<file path="config.mk">
export PLATFORM = sky130hd
export DESIGN_NAME = sum_accumulator_flat
export DESIGN_NICKNAME = d
export VERILOG_FILES = /design/src/rtl/sum_accumulator_if.sv /design/src/rtl/sum_accumulator.sv /design/src/flat_wrapper.sv
export SDC_FILE = /design/constraint.sdc
export NUM_CORES = 1
export LEC_CHECK = 0
export BUFFER_PORTS_ARGS = -buffer_cell sky130_fd_sc_hd__buf_2
export CAP_MARGIN = 20
export CORE_MARGIN = 5
export CORE_UTILIZATION = 55
export DETAILED_ROUTE_END_ITERATION = 12
export PLACE_DENSITY = 0.83
export SYNTH_ARGS = -nofsm -noshare
export SYNTH_HDL_FRONTEND = slang
export SYNTH_SLANG_ARGS = --single-unit
</file>
<file path="constraint.sdc">
create_clock -name clk -period 3.6 [get_ports clk]
set_input_delay 0.18 -clock clk [delete_from_list [all_inputs] [get_ports clk]]
set_output_delay 0.18 -clock clk [all_outputs]
set_load 0.02 [all_outputs]
</file>
<file path="src/rtl/sum_accumulator_if.sv">
// Handshake bundle for sum_accumulator: sample input side and result output side.
// The slave modport is the accumulator's view; master is the environment's view.
interface sum_accumulator_if;
  logic        in_valid;
  logic        in_ready;
  logic [7:0]  in_sum;
  logic        in_cout;
  logic        flush;
  logic        out_valid;
  logic        out_ready;
  logic [15:0] out_total;
  logic [7:0]  out_count;
  logic        out_overflow;

  modport slave (
    input  in_valid,
    input  in_sum,
    input  in_cout,
    input  flush,
    input  out_ready,
    output in_ready,
    output out_valid,
    output out_total,
    output out_count,
    output out_overflow
  );

  modport master (
    output in_valid,
    output in_sum,
    output in_cout,
    output flush,
    output out_ready,
    input  in_ready,
    input  out_valid,
    input  out_total,
    input  out_count,
    input  out_overflow
  );
endinterface

</file>
<file path="src/rtl/sum_accumulator.sv">
// Accumulates 9-bit adder results ({cout,sum}) into a 16-bit total over blocks of N_SAMPLES.
// Define SUM_ACCUMULATOR_SATURATE_EN to clamp the total at 0xFFFF instead of wrapping.
module sum_accumulator #(
  parameter int unsigned N_SAMPLES = 4
) (
  input logic         clk,
  input logic         rst_n,
  sum_accumulator_if.slave bus
);

  if (N_SAMPLES < 1 || N_SAMPLES > 255) begin : gen_bad_param
    $error("sum_accumulator: N_SAMPLES must be in 1..255");
  end

  localparam logic [7:0] NLast = 8'(N_SAMPLES);

  typedef enum logic {StAccum, StEmit} state_e;

  state_e      state_q, state_d;
  logic [15:0] acc_q, acc_d;
  logic [7:0]  cnt_q, cnt_d;
  logic        ovf_q, ovf_d;

  logic [8:0]  sample;
  logic [16:0] sum_wide;
  logic [15:0] acc_add;

  assign sample   = {bus.in_cout, bus.in_sum};
  assign sum_wide = {1'b0, acc_q} + {8'd0, sample};

`ifdef SUM_ACCUMULATOR_SATURATE_EN
  assign acc_add = sum_wide[16] ? 16'hFFFF : sum_wide[15:0];
`else
  assign acc_add = sum_wide[15:0];
`endif

  always_comb begin
    state_d = state_q;
    acc_d   = acc_q;
    cnt_d   = cnt_q;
    ovf_d   = ovf_q;
    unique case (state_q)
      StAccum: begin
        if (bus.in_valid) begin
          acc_d = acc_add;
          cnt_d = cnt_q + 8'd1;
          ovf_d = ovf_q | sum_wide[16];
        end
        // cnt_d already includes a sample accepted on this edge, so flush+valid closes with it.
        if ((bus.in_valid && (cnt_d == NLast)) || (bus.flush && (cnt_d != 8'd0))) begin
          state_d = StEmit;
        end
      end
      StEmit: begin
        if (bus.out_ready) begin
          state_d = StAccum;
          acc_d   = 16'd0;
          cnt_d   = 8'd0;
          ovf_d   = 1'b0;
        end
      end
      default: state_d = StAccum;
    endcase
  end

  always_ff @(posedge clk or negedge rst_n) begin
    if (!rst_n) begin
      state_q <= StAccum;
      acc_q   <= 16'd0;
      cnt_q   <= 8'd0;
      ovf_q   <= 1'b0;
    end else begin
      state_q <= state_d;
      acc_q   <= acc_d;
      cnt_q   <= cnt_d;
      ovf_q   <= ovf_d;
    end
  end

  assign bus.in_ready     = (state_q == StAccum);
  assign bus.out_valid    = (state_q == StEmit);
  assign bus.out_total    = acc_q;
  assign bus.out_count    = cnt_q;
  assign bus.out_overflow = ovf_q;

endmodule

</file>
<file path="src/flat_wrapper.sv">
// flat-port wrapper written by rule: the top's interface ports become plain ports
module sum_accumulator_flat 
#(
  parameter int unsigned N_SAMPLES = 4
)
  (clk, rst_n, bus_in_valid, bus_in_sum, bus_in_cout, bus_flush, bus_out_ready, bus_in_ready, bus_out_valid, bus_out_total, bus_out_count, bus_out_overflow);
  sum_accumulator_if bus_i ();
  input logic clk;
  input logic rst_n;
  input wire logic [$bits(bus_i.in_valid)-1:0] bus_in_valid;
  input wire logic [$bits(bus_i.in_sum)-1:0] bus_in_sum;
  input wire logic [$bits(bus_i.in_cout)-1:0] bus_in_cout;
  input wire logic [$bits(bus_i.flush)-1:0] bus_flush;
  input wire logic [$bits(bus_i.out_ready)-1:0] bus_out_ready;
  output wire logic [$bits(bus_i.in_ready)-1:0] bus_in_ready;
  output wire logic [$bits(bus_i.out_valid)-1:0] bus_out_valid;
  output wire logic [$bits(bus_i.out_total)-1:0] bus_out_total;
  output wire logic [$bits(bus_i.out_count)-1:0] bus_out_count;
  output wire logic [$bits(bus_i.out_overflow)-1:0] bus_out_overflow;
  assign bus_i.in_valid = bus_in_valid;
  assign bus_i.in_sum = bus_in_sum;
  assign bus_i.in_cout = bus_in_cout;
  assign bus_i.flush = bus_flush;
  assign bus_i.out_ready = bus_out_ready;
  assign bus_in_ready = bus_i.in_ready;
  assign bus_out_valid = bus_i.out_valid;
  assign bus_out_total = bus_i.out_total;
  assign bus_out_count = bus_i.out_count;
  assign bus_out_overflow = bus_i.out_overflow;
  sum_accumulator #(.N_SAMPLES(N_SAMPLES)) u_core (.clk(clk), .rst_n(rst_n), .bus(bus_i));
endmodule
</file>
==> impl_metrics.py, run 1 <==
metrics = {
    "power": {
        "peakVddDrop_uv": 435,
        "power_per_cell_area_nw_per_um2": 630,
        "p_leak_nw": 0.980,
    },
    "global_routing": {
        "grt_pass1_wl_um": 6240,
        "grt_max_degree": 27,
        "track_usage": 0.185,
        "grt_pass1_vias": 1506,
        "grt-ovfl-total": 0,
        "antenna_found_initial": 0,
    },
    "timing": {
        "fin_ws_ps": 1100,
        "slew_headroom": 0.440,
        "holdWs_ps": 150,
        "setup_viol": 0,
        "timing.final.crit_share": 0.693,
        "fin_worst_skew_ps": 6.11,
        "final.min_clock_period_ps": 2500,
        "fin_tns_setup_ps": 0,
        "finalHoldViolations": 0,
        "rsz0062_at_grt": "false",
        "slew_viol_final": 0,
        "fmax_mhz": 401,
        "worstMarginPinSlew_ps": 837,
    },
    "floorplanning": {
        "num_rows": 20,
        "start_util": 0.564,
        "die_x_um": 65.5,
        "ioPinCount": 41,
        "core-area_um2": 3000,
        "die_y_um": 65.5,
        "die_area_um2": 4290,
    },
    "clock_network": {
        "clock_path_buffers": 2,
        "clock_latency_ps": 330,
        "htree_num_levels": 1,
        "cts_setup_buffers": 0,
        "tritoncts": "built",
        "cts_sinks": 26,
        "cts_buffers": 3,
        "cts_root_buf": "clkbuf_4",
        "clkSlewWorstSetupHoldPaths_ps": 140,
    },
    "placed_design": {
        "gp_congestion": 0.811,
        "preCtsSetupSlack_ps": 1160,
        "io_buffers": 40,
        "placedCellCount": 253,
        "hpwl_um": 2750,
    },
    "synth": {
        "yosysTopAreaCellShare": 0.384,
        "ys.flop_type": "dfrtp_1",
        "synth_area_leaders": "dfrtp_1 (38%), ha_1 (7.4%), nand2_1 (6.9%), xnor2_1 (3.6%), o21ai_0 (3.5%)",
        "async_reset_ff_frac": 1.00,
        "netlist-cell-type-count": 49,
        "synth_edf_count": 0,
        "synth.most_common_cell": "nand2_1",
        "syn-mean-instance-area_um2": 9.06,
        "syn-num-nets": 212,
        "synthesis.area_um2": 1690,
        "yosys.area.top_type": "dfrtp_1",
        "seq_area_frac_synth": 0.384,
        "yosys_warnings": 0,
        "synth_seq_cells": 26,
        "synth_commonest_cells": "nand2_1 (31), dfrtp_1 (26), o21ai_0 (12)",
        "syn_inst": 187,
    },
    "final_layout": {
        "drive_gt1_frac": 0.227,
        "diodes": 0,
        "fillers": 257,
        "nets": 251,
        "syn_to_final_growth_pct": 14.5,
        "instances_no_fill": 258,
    },
    "route": {
        "wl_per_cell_um": 14.2,
        "wl_um": 3660,
        "vias_per_cell": 5.93,
        "detail-route-antenna-nets": 0,
        "drtIter0Drc": 72,
        "route.detailed.drc": 0,
        "drtPass1Iterations": 4,
        "via_count": 1530,
    },
    "min_path": {
        "hp-class": "input pin to flip-flop",
        "hp-start": "bus_out_ready",
    },
    "setup_path": {
        "r2r-start": "u_core.bus.out_total[0]",
        "critPathLaunch": "u_core.bus.out_total[0]",
        "critical_path.max_fanout": 5,
        "critical_path_required_ps": 3840,
        "setup.worst_path.end_class": "flip-flop",
        "path_class": "flip-flop to flip-flop",
        "cp-start-kind": "flip-flop",
        "arrival_ps": 2730,
    },
    "job": {
        "cap_violations": 0,
    },
    "status": {
        "status": "finished clean",
    },
}
## state kept, by name, indices dropped and copies added, names as in the netlist
signal	flops
u_core.bus.out_count	8
u_core.bus.out_overflow	1
u_core.bus.out_total	16
u_core.bus.out_valid	1
## layout by cell type (no fill, tap or decap), drive strengths merged, types with 5 or more instances in the layout
| cell type | n |
|---|---|
| buf | 40 |
| a21oi | 9 |
| o21ai | 14 |
| o22ai | 6 |
| nand2 | 31 |
| nor2 | 12 |
| nand2b | 6 |
| dfrtp | 26 |
| ha | 10 |
| inv | 6 |
| xor2 | 5 |
| xnor2 | 7 |
## stage by stage
step / utilization / power, mW / instance area [um2]
after global routing: 0.646 / 1.33 / 1940
after detailed placement: 0.631 / 1.08 / 1890
after global placement: 0.631 / 1.06 / 1890
after CTS: 0.646 / 1.23 / 1940
after floorplan: - / 0.915 / 1690
final: 0.646 / 1.22 / 1940
## repair_timing
item	4_1_cts	5_1_grt
hold buffers	1	0
resized for setup	0	0
endpoints found under the hold margin	26	0
## power breakdown
group          internal [mW]  total, mW  switching (mW)  leakage (nW)
Sequential             0.356      0.469           0.112         0.348
Clock                 0.0620      0.150          0.0885        0.0210
Combinational          0.242      0.604           0.361         0.612
Total                  0.661       1.22           0.562         0.980
## kinds of logic (layout without fill, tap and decap cells)
group / after synthesis / after routing / synth area share
AOI/OAI and AO/OA: 50 / 50 / 0.202
xor gates and xnor gates: 12 / 12 / 0.0620
adders and majority gates: 11 / 11 / 0.0857
buffers and inverters: 13 / 51 / 0.0377
DFF: 26 / 26 / 0.384
muxes: 3 / 3 / 0.0177
and+or+nand+nor: 72 / 72 / 0.211
## layer usage
| layer | vias to the layer above | wire, um | share of wire | track usage |
|---|---|---|---|---|
| met2 | 38 | 1750 | 0.48 | 0.303 |
| met1 | 730 | 1660 | 0.45 | 0.229 |
| met4 | 0 | 63 | 0.017 | 0.0751 |
| li1 | 754 | - | - | - |
| met5 | - | 0 | 0 | 0 |
| met3 | 8 | 184 | 0.050 | 0.0496 |
## worst max-delay path: stages, from the launching register on
cell and delay [ps]:
dfrtp_1 390, ha_1 180, inv_1 70, fa_1 390, nand2b_1 200, a21oi_1 230, a41oi_1 220, o21bai_1 380
a31oi_1 140, a41o_1 210
## final cells by class
class	count	area, um2	share of cell area
clock buffer	4	36.3	0.0187
sequential	26	651	0.335
inverter	6	22.5	0.0116
tap	33	41.3	0.0213
multi-input combinational	148	980	0.505
timing repair buffer	41	210	0.108
## path summary, 6_finish.rpt
kind	to	slack, ps	cells past startpoint
min in group asynchronous	u_core.bus.out_total[3]	360	2
worst min register to register	u_core.bus.out_total[8]	530	2
max in group asynchronous	u_core.bus.out_count[0]	2850	2
worst max-delay path	u_core.bus.out_total[14]	1100	9
worst min-delay path	u_core.bus.out_total[9]	150	2
worst max register to register	u_core.bus.out_total[14]	1100	9
Power figures use the tool's default switching activity.
==> run 2: changes to the inputs <==
CORE_UTILIZATION = 53   (was 55)
PLACE_DENSITY = 0.8   (was 0.83)
clock period = 2.35 ns   (was 3.6 ns; I/O delays follow)
==> impl_metrics.py, run 2 (synthesized netlist as in run 1, its figures left out) <==
metrics = {
    "status": {
        "status": "finished clean",
    },
    "timing": {
        "timing.final.crit_share": 0.965,
        "fin_tns_setup_ps": 0,
        "fmax_mhz": 441,
        "fin_worst_skew_ps": 4.58,
        "worstMarginPinSlew_ps": 961,
        "final.min_clock_period_ps": 2270,
        "slew_viol_final": 0,
        "fin_ws_ps": 81.3,
        "finalHoldViolations": 0,
        "slew_headroom": 0.357,
        "setup_viol": 0,
    },
    "clock_network": {
        "cts_buffers": 3,
        "clock_path_buffers": 2,
        "clkSlewWorstSetupHoldPaths_ps": 140,
        "tritoncts": "built",
        "clock_latency_ps": 330,
        "htree_num_levels": 1,
        "cts_sinks": 26,
        "cts_root_buf": "clkbuf_4",
    },
    "placed_design": {
        "io_buffers": 40,
        "gp_congestion": 0.867,
        "dpl_cell_area_um2": 1930,
        "preCtsSetupSlack_ps": -45.8,
        "hpwl_um": 2770,
    },
    "min_path": {
        "whs_path_depth": 2,
        "hp-class": "input pin to flip-flop",
    },
    "global_routing": {
        "grt_max_degree": 27,
        "grt_pass1_wl_um": 6490,
        "track_usage": 0.189,
        "grt_pass1_vias": 1472,
        "grt-ovfl-total": 0,
        "antenna_found_initial": 0,
    },
    "power": {
        "power_per_cell_area_nw_per_um2": 981,
        "peakVddDrop_uv": 615,
        "p_leak_nw": 1.00,
    },
    "floorplanning": {
        "ioPinCount": 41,
        "die_y_um": 66.5,
        "die_area_um2": 4430,
        "start_util": 0.555,
        "die_x_um": 66.5,
        "core-area_um2": 3050,
        "num_rows": 20,
    },
    "final_layout": {
        "diodes": 0,
        "drive_gt1_frac": 0.253,
        "final_common_cell": "buf_2",
        "nets": 255,
        "syn_to_final_growth_pct": 18.0,
        "final_cell_area_um2": 2000,
        "largest_reg_flops": 16,
        "final_cell_mix": "buf_2 (40), nand2_1 (31), dfrtp_1 (26), o21ai_0 (12), nor2_1 (11)",
        "fillers": 272,
    },
    "job": {
        "cap_violations": 0,
    },
    "setup_path": {
        "path_class": "flip-flop to flip-flop",
        "critical_path.max_fanout": 4,
        "cp-start-kind": "flip-flop",
        "rr_worst_depth": 9,
        "setup.worst_path.end_class": "flip-flop",
        "critical_path_required_ps": 2590,
        "arrival_ps": 2510,
    },
    "route": {
        "route.detailed.drc": 0,
        "wl_um": 3860,
        "drtIter0Drc": 64,
        "vias_per_cell": 5.68,
        "wl_per_cell_um": 14.1,
        "detail-route-antenna-nets": 0,
        "via_count": 1550,
        "drtPass1Iterations": 4,
    },
}
-- run 2: final timing paths --
check,from,end,slack [ps]
min in group asynchronous,rst_n,u_core.bus.out_total[7],300
hold / removal,bus_out_ready,u_core.bus.out_count[5],90
hold reg to reg,u_core.bus.out_overflow,u_core.bus.out_overflow,520
max in group asynchronous,rst_n,u_core.bus.out_count[0],1670
setup / recovery,u_core.bus.out_total[0],u_core.bus.out_total[14],80
setup reg to reg,u_core.bus.out_total[0],u_core.bus.out_total[14],80
-- run 2: metrics by stage --
stage	hold WS, ps	utilization	power, mW	cells
2_1_floorplan	-178	-	1.40	187
3_3_place_gp	156	0.632	1.67	267
3_5_place_dp	158	0.632	1.69	267
4_1_cts	89.7	0.649	1.94	272
5_1_grt	84.0	0.655	2.12	273
6_report	87.8	0.655	1.96	273
-- run 2: cell type report --
| type | instances | area, um2 | share of cell area |
|---|---|---|---|
| clock buffer | 4 | 36.3 | 0.0181 |
| multi-input combinational | 148 | 995 | 0.497 |
| sequential | 26 | 651 | 0.325 |
| tap | 44 | 55.1 | 0.0275 |
| timing repair buffer | 45 | 240 | 0.120 |
| inverter | 6 | 22.5 | 0.0113 |
-- run 2: repair_timing --
item                                    in CTS  in global routing
gates resized for setup                      1                  2
pin swaps                                    0                  1
hold endpoints to repair                    26                  0
hold buffers                                 1                  0
endpoints found under the setup margin       3                  3
setup buffers                                0                  1
-- run 2: where the power goes --
part	total, mW	leakage, nW	internal (mW)	switching, mW
clock network	0.235	0.0210	0.0951	0.140
registers	0.665	0.348	0.547	0.118
logic	1.06	0.636	0.416	0.646
-- run 2: critical path: stages, from the launching register on --
cell	delay, ps
dfrtp_1	390
ha_1	180
inv_1	60
fa_1	390
nand2b_1	200
a21oi_2	200
a41oi_2	190
o21bai_2	250
a31oi_1	120
a41o_1	210
-- run 2: metal layers --
metal	up-vias	wire length [um]	global-route usage
met3	5	165	0.0219
met4	0	43	0.0609
li1	760	-	-
met2	34	1920	0.321
met1	751	1730	0.248
met5	-	0	0
